`src/rtl/sp_ram_cfg.sv`:
```
// Single-port RAM with byte-lane writes, a configurable read latency and write-port read mode,
// and a self-clearing sequence after reset that rejects requests while it runs.
module sp_ram_cfg #(
  parameter int DATA_W  = 32,
  parameter int ADDR_W  = 3,
  parameter int RD_LAT  = 1,
  parameter int WR_MODE = 0
) (
  input  logic                  clk,
  input  logic                  rst,
  input  logic                  ena,
  input  logic                  wea,
  input  logic [DATA_W/8-1:0]   be,
  input  logic [DATA_W-1:0]     din,
  input  logic [ADDR_W-1:0]     addr,
  output logic [DATA_W-1:0]     dout,
  output logic                  read_valid,
  output logic                  busy,
  output logic                  req_drop
);

  localparam int DEPTH = 2**ADDR_W;
  localparam int NB    = DATA_W/8;

  typedef enum logic {CLEAR, READY} state_t;

  state_t              state, state_nxt;
  logic [ADDR_W-1:0]   cnt, cnt_nxt;
  logic [DATA_W-1:0]   mem [DEPTH];
  logic [DATA_W-1:0]   old_word, merged;
  logic                access;
  logic                s_v, p_v, o_v;
  logic [DATA_W-1:0]   s_d, p_d, o_d;

  always_ff @(posedge clk) begin
    if (rst) begin
      state <= CLEAR;
      cnt   <= '0;
    end else begin
      state <= state_nxt;
      cnt   <= cnt_nxt;
    end
  end

  always_comb begin
    state_nxt = state;
    cnt_nxt   = cnt;
    if (state == CLEAR) begin
      cnt_nxt = cnt + ADDR_W'(1);
      if (cnt == '1) state_nxt = READY;
    end
  end

  assign busy   = (state == CLEAR);
  assign access = ena && (state == READY);

  always_comb begin
    old_word = mem[addr];
    merged   = old_word;
    for (int unsigned i = 0; i < NB; i++)
      if (be[i]) merged[8*i +: 8] = din[8*i +: 8];
  end

  // Stage-0 result: reads and non-NO_CHANGE writes produce a word for dout.
  assign s_v = access && (!wea || (WR_MODE != 2));
  assign s_d = (wea && (WR_MODE == 1)) ? merged : old_word;

  always_ff @(posedge clk) begin
    if (!rst) begin
      if (state == CLEAR)
        mem[cnt] <= '0;
      else if (access && wea)
        mem[addr] <= merged;
    end
  end

  always_ff @(posedge clk) begin
    if (rst) req_drop <= 1'b0;
    else     req_drop <= ena && busy;
  end

  always_ff @(posedge clk) begin
    if (rst) begin
      p_v <= 1'b0;
      p_d <= '0;
    end else begin
      p_v <= s_v;
      p_d <= s_d;
    end
  end

  assign o_v = (RD_LAT == 2) ? p_v : s_v;
  assign o_d = (RD_LAT == 2) ? p_d : s_d;

  always_ff @(posedge clk) begin
    if (rst) begin
      dout       <= '0;
      read_valid <= 1'b0;
    end else begin
      read_valid <= o_v;
      if (o_v) dout <= o_d;
    end
  end

endmodule
```
`config.mk`:
```
export PLATFORM = sky130hd
export DESIGN_NAME = sp_ram_cfg
export DESIGN_NICKNAME = d
export VERILOG_FILES = /design/src/rtl/sp_ram_cfg.sv
export SDC_FILE = /design/constraint.sdc
export NUM_CORES = 1
export LEC_CHECK = 0
export ABC_AREA = 1
export BUFFER_PORTS_ARGS = -buffer_cell sky130_fd_sc_hd__buf_2
export CAP_MARGIN = 25
export CORE_MARGIN = 2
export CORE_UTILIZATION = 30
export CTS_BUF_LIST = sky130_fd_sc_hd__clkbuf_8
export DETAILED_ROUTE_END_ITERATION = 10
export GPL_TIMING_DRIVEN = 0
export SYNTH_ARGS = -nofsm -noshare
export SYNTH_HDL_FRONTEND = slang
export SYNTH_SLANG_ARGS = --single-unit
export TNS_END_PERCENT = 10
```
`constraint.sdc`:
```
create_clock -name clk -period 4.25 [get_ports clk]
set_clock_uncertainty 0.1 [all_clocks]
set_input_delay 0.6375 -clock clk [delete_from_list [all_inputs] [get_ports clk]]
set_output_delay 0.6375 -clock clk [all_outputs]
set_load 0.01 [all_outputs]
```
# --- Word-level counts from Yosys, hierarchy flattened ---
# Memory sizes are Yosys's and may differ from the RTL's.
# Index checks and enable logic that the tools add are counted.
word_totals:
  inputBits: 43
  ff_bits: 38
  word_cells: 29
  mem_count: 1
  ram_bits: 256
memory_table:
  columns: ["name", "words", "width", "read_ports", "rd_clocked_by_memory_dff", "wr", "line", "text"]
  rows:
  - ["mem", 8, 32, 1, 0, 1, "29", "logic [DATA_W-1:0] mem [DEPTH];"]
op_classes:
  n_bitwise: 1
  n_eq_ne: 1
  n_addsub: 1
  n_reduce_logical: 4
  muxes: 16
ops:
  columns: ["cell", "n"]
  rows:
  - ["2-to-1 mux 32 bit", 1]
  - ["2-to-1 mux 8 bit", 4]
  - ["OR reduction 32 bit", 1]
  - ["2-to-1 mux 1 bit", 10]
  - ["adder 3 x 1 -> 3 bit (second input constant)", 1]
  - ["== test 3 bit (second input constant)", 1]
  - ["logical AND 1 bit", 3]
  - ["2-to-1 mux 3 bit", 1]
  - ["inverter 1 bit", 1]

# --- Depth between registers and ports, before layout ---
logic_depth:
  depth_word: 8
  mapped_depth: 9
  depth_no_buf: 8

# --- Least setup slack after synthesis ---
# OpenSTA, ideal clock, no wires.
synth_path:
  path_kind: "input-to-reg"
  startpoint: "in addr[0]"
  endpoint: "mem mem[4][0], enable pin"
  stages: 6
  required_ns: 3.729
  arrival_ns: 2.692
  n_path_buf: 3
  path_slack_ns: 1.036
  path_cell_list: "buf_4 -> buf_6 -> buf_2 -> o21ai_0 -> nand2_1 -> nor2_1"
synth_between:
  elab_chain_len: 1
synth_lines:
  columns: ["item", "line", "text"]
  rows:
  - ["start, declared", "15", "input logic [ADDR_W-1:0] addr,"]
  - ["2-to-1 mux 3 bit (no source line)", null, null]
  - ["end, declared", "29", null]
# No other way between the ends.

# --- Worst setup path after layout ---
layout_path:
  startpoint: "reg state"
  endpoint: "mem mem[1][11], enable pin"
layout_between:
  elab_chain_len: 8
  elab_cells_between_ends: 12
  classes_between: "mux: 9; reduce/logical: 3"
layout_lines:
  columns: ["item", "line", "text"]
  rows:
  - ["start, declared", "27", "state_t state, state_nxt;"]
  - ["start signal, assigned", "40", "state <= state_nxt;"]
  - ["logical AND 1 bit", "55", "assign access = ena && (state == READY);"]
  - ["logical AND 1 bit", "72", "else if (access && wea)"]
  - ["2-to-1 mux 1 bit", "72", null]
  - ["2-to-1 mux 1 bit", "70", "if (state == CLEAR)"]
  - ["2-to-1 mux 1 bit", "69", "if (!rst) begin"]
  - ["2-to-1 mux 1 bit (not written as such)", "73", "mem[addr] <= merged;"]
  - ["OR reduction 32 bit (no source line)", null, null]
  - ["2-to-1 mux 3 bit (no source line) or 2-to-1 mux 1 bit (tied branches)", null, null]
# Parallel ways exist; a longest one is shown, timed or not.

==> summary by stage <==
Clock tree
The number of CTS-inserted buffers is 48. For this design, the CTS-stage hold fixing added 0 buffers. The clock slew seen by the registers of the worst setup and hold paths is 60 ps. For the worst-skew pair, the clock arrives at the later sink with an insertion delay of 570 ps. The number of setup buffers added after CTS is 0. In this run the number of H-tree levels came out at 2.

The root cell of the clock tree is sky130_fd_sc_hd__clkbuf_8. The total number of clock tree sinks is 294. TritonCTS built the clock tree.

No sink is reached through more buffers than the 3 on the longest clock path. After clock tree synthesis, the repair step resized 0 gates.

Finish
The number of antenna diodes in the final layout is 0. The filler cells instantiated in the layout total 4031. The final standard cell count with taps included and fillers excluded is 1987. At the end of the flow, the number of nets in the layout was 1455. Relative to the synthesized area, the layout overhead comes to 17.5%.

Cells fill 35.7% of the core in the end. The fraction of final layout cells with drive strength greater than 1 is 14.6%.

Yosys
Of the synthesized area, sequential elements account for 66.2%. The commonest cells after synthesis are 297 x sky130_fd_sc_hd__nand2_1, 268 x sky130_fd_sc_hd__inv_1, 256 x sky130_fd_sc_hd__edfxtp_1. By area the synthesized netlist is led by sky130_fd_sc_hd__edfxtp_1 60%, sky130_fd_sc_hd__nand2_1 8.7%, sky130_fd_sc_hd__inv_1 7.9%.

The post-synthesis instance total is 1277. The summed instance area of the synthesized netlist is 0.0128 mm2. Counting every net in the synthesized netlist gives 1322. For this run, the leading register cell type out of synthesis is sky130_fd_sc_hd__edfxtp_1. The library cell with the highest instance count after synthesis is sky130_fd_sc_hd__nand2_1.

The synthesized design spends more area on one cell type than any other, namely sky130_fd_sc_hd__edfxtp_1. The count of flip-flops with a built-in enable after synthesis is 256. The number of distinct standard cells referenced by the synthesized netlist is 19. The synthesized flop and latch total is 294. Averaged over all synthesized cells, the footprint is 9.99 um2. For this run, the number of Yosys warnings is 0. The top cell type's share of synthesized area is 60.3%. The post-synthesis async set-or-reset flop share is 0%.

Route
Using the TritonRoute via totals, the vias-per-cell ratio works out to 4.51. The antenna violation net count after detailed routing is 0. After detailed routing, the number of remaining DRC violations is 0. The first-pass detailed-route iteration total is 5. The average detailed-routed wire length per instance is 16.9 um. The routed layout has 8961 vias.

The number of design-rule violations left by the first detailed-router iteration is 684. After detailed routing, the total wire length is 33600 um.

Pwr
In this run the static leakage power is 6.63 nW. Power comes to 6.02 mW. The power per cell area is 402 mW/mm2. IR analysis of the VDD net gives a maximum drop of 0.199 mV.

Placed design
Counting tap cells, the placed design contains a total of 1899 instances. Routability-driven placement finished with a final weighted congestion of 0.767. The final HPWL from detailed placement is 22100 um. The number of port buffers is 75.

Timing
The number of hold violations in the final report is 0. The transition time of the tightest slew-check pin is 855 ps. The minimum period implied by the final worst setup slack is 2570 ps.

The final critical path takes up 60.6% of the cycle. Static timing analysis puts the maximum clock frequency at 388 MHz. Setup repair after global routing left no endpoint under its margin. Setup violations remaining at the end of the flow were counted as 0.

The max-slew violation count is 0. The headroom to the max-slew limit is 42.8%.

Critical path
The classification of the worst setup path is reg -> reg. The maximum net fanout on the critical path is 17. The endpoint of the lowest-slack register-to-register path is mem[1][11].

STA classifies the critical path startpoint as a flop. The startpoint of the worst-slack reg-to-reg timing path is state. The most frequent cell on the critical path is sky130_fd_sc_hd__nand2_4. The worst setup path is captured at a flop.

The signal on the critical path passes through buf_4 > nand2_4 > nor2_8 > nand2_4 > o21ai_0 > o211ai_1 > nor2_4 > buf_16. The required arrival time at the worst endpoint is 4400 ps. Among all stages on the critical path, the largest delay is contributed by sky130_fd_sc_hd__nor2_4.

The worst register-to-register path has a depth of 8. The largest single stage delay on the critical path is 680 ps. The reg2reg setup slack is 1680 ps.

The critical path arrival is 2730 ps.

Worst hold path
The worst hold path belongs to the class in -> reg. The worst hold path was traced through 3 stages. The hold-critical path endpoint is req_drop.

In this run the most critical hold path is launched from ena.

Global route
Entering global routing, the biggest net connects 23 pins. The first global-routing pass estimated 50900 um of wire. The initial antenna violation count is 0.

The total congestion overflow after global routing is 0. Global routing consumed, over all layers together, 15.2% of the routing resources. The via count of the first global-routing pass was 8752.

Job
Across the run, the number of max-cap violations was 0.

Die
The starting utilization of the core area is 30.4%. During I/O placement, the number of pins put on the boundary was 78. The die is 210 um tall. The core outline area is 0.0419 mm2. Measured along the x axis, the die boundary spans 210 um. Row generation in the floorplan step produced 75 rows. The overall die area is 0.0442 mm2.

Outcome
The run finished with clean final reports.
## metal layers
layer  up-vias  GRT usage [%]  wire (um)
met5         -              0          0
met4         0           4.87        865
met3        62           2.53       1710
met2       263           26.7      16700
met1      4226           19.2      14400
li1       4410              -          -
## final cells by class
class	count	area [um2]	area share, %
flip-flops and latches	294	8450	56.4
multi-input cells	645	2950	19.7
inverters	271	1020	6.79
clock buffers	56	771	5.14
well taps	539	674	4.50
repair buffers	83	558	3.72
plain buffers	67	405	2.71
clock inverters	32	164	1.09
## kinds of logic after synthesis
family | count (synthesis) | share of synthesized area, %
simple gates | 505 | 17.0
buf+inv | 338 | 11.2
fa+ha+maj | 2 | 0.196
flops | 294 | 66.2
compound gates | 138 | 5.43
## worst max-delay path by stage
stage,slack (ps),startpoint,end,cells after the start
floorplan,1040,addr[0],mem[4][0],6
global placement,-710,addr[0],mem[5][19],5
detailed placement,1260,addr[0],mem[1][14],6
CTS,1680,state,mem[1][5],8
global route,1500,state,mem[1][9],8
finish,1680,state,mem[1][11],8
## worst max-delay path, delay by kind of cell, from the launching register on
family                 cells  cell delay, ps
and+or+nand+nor            4             930
buffers and inverters      2             400
AOI/OAI and AO/OA          2             510
DFF                        1             310
## placed cells by master (no fill, tap or decap)
cell type / Yosys / layout
sky130_fd_sc_hd__nand3_1: 192 / 192
sky130_fd_sc_hd__buf_6: 14 / 14
sky130_fd_sc_hd__o21ai_1: 15 / 15
sky130_fd_sc_hd__nor2_4: 0 / 8
sky130_fd_sc_hd__clkbuf_1: 17 / 17
sky130_fd_sc_hd__o211ai_1: 1 / 1
sky130_fd_sc_hd__nor2_8: 1 / 1
sky130_fd_sc_hd__o21ai_0: 56 / 56
sky130_fd_sc_hd__buf_4: 3 / 3
sky130_fd_sc_hd__edfxtp_1: 256 / 256
sky130_fd_sc_hd__nand2_1: 297 / 297
sky130_fd_sc_hd__clkinv_1: 0 / 8
sky130_fd_sc_hd__ha_1: 2 / 2
sky130_fd_sc_hd__buf_1: 3 / 3
sky130_fd_sc_hd__nand2_4: 2 / 2
sky130_fd_sc_hd__nor2_1: 13 / 5
sky130_fd_sc_hd__clkbuf_8: 0 / 56
sky130_fd_sc_hd__bufinv_16: 0 / 1
sky130_fd_sc_hd__buf_12: 0 / 5
sky130_fd_sc_hd__dfxtp_1: 38 / 38
sky130_fd_sc_hd__inv_2: 3 / 3
sky130_fd_sc_hd__buf_16: 0 / 3
sky130_fd_sc_hd__clkinv_2: 0 / 8
sky130_fd_sc_hd__clkinvlp_4: 0 / 2
sky130_fd_sc_hd__inv_1: 268 / 281
sky130_fd_sc_hd__buf_2: 30 / 105
sky130_fd_sc_hd__a21oi_1: 66 / 66
## registers in the layout (all words and copies together) (netlist names)
name / count
cnt: 3
dout: 32
mem: 256
read_valid: 1
req_drop: 1
state: 1
## metrics by stage
step	TNS, ps	instance area, um2	hold slack (ps)	worst slack [ps]
2_1_floorplan	0	12800	348	1040
3_3_place_gp	-119590	13800	368	-707
3_5_place_dp	0	14000	379	1260
4_1_cts	0	15000	204	1680
5_1_grt	0	15000	219	1500
6_report	0	15000	229	1680
## power by group
| group | switching [mW] | leakage, nW | internal [mW] | total, mW |
|---|---|---|---|---|
| registers | 0.0164 | 2.84 | 3.18 | 3.20 |
| logic | 0.309 | 3.26 | 0.136 | 0.445 |
| clock network | 1.11 | 0.530 | 1.26 | 2.38 |
Note: power is estimated with default switching activity, not from simulation.
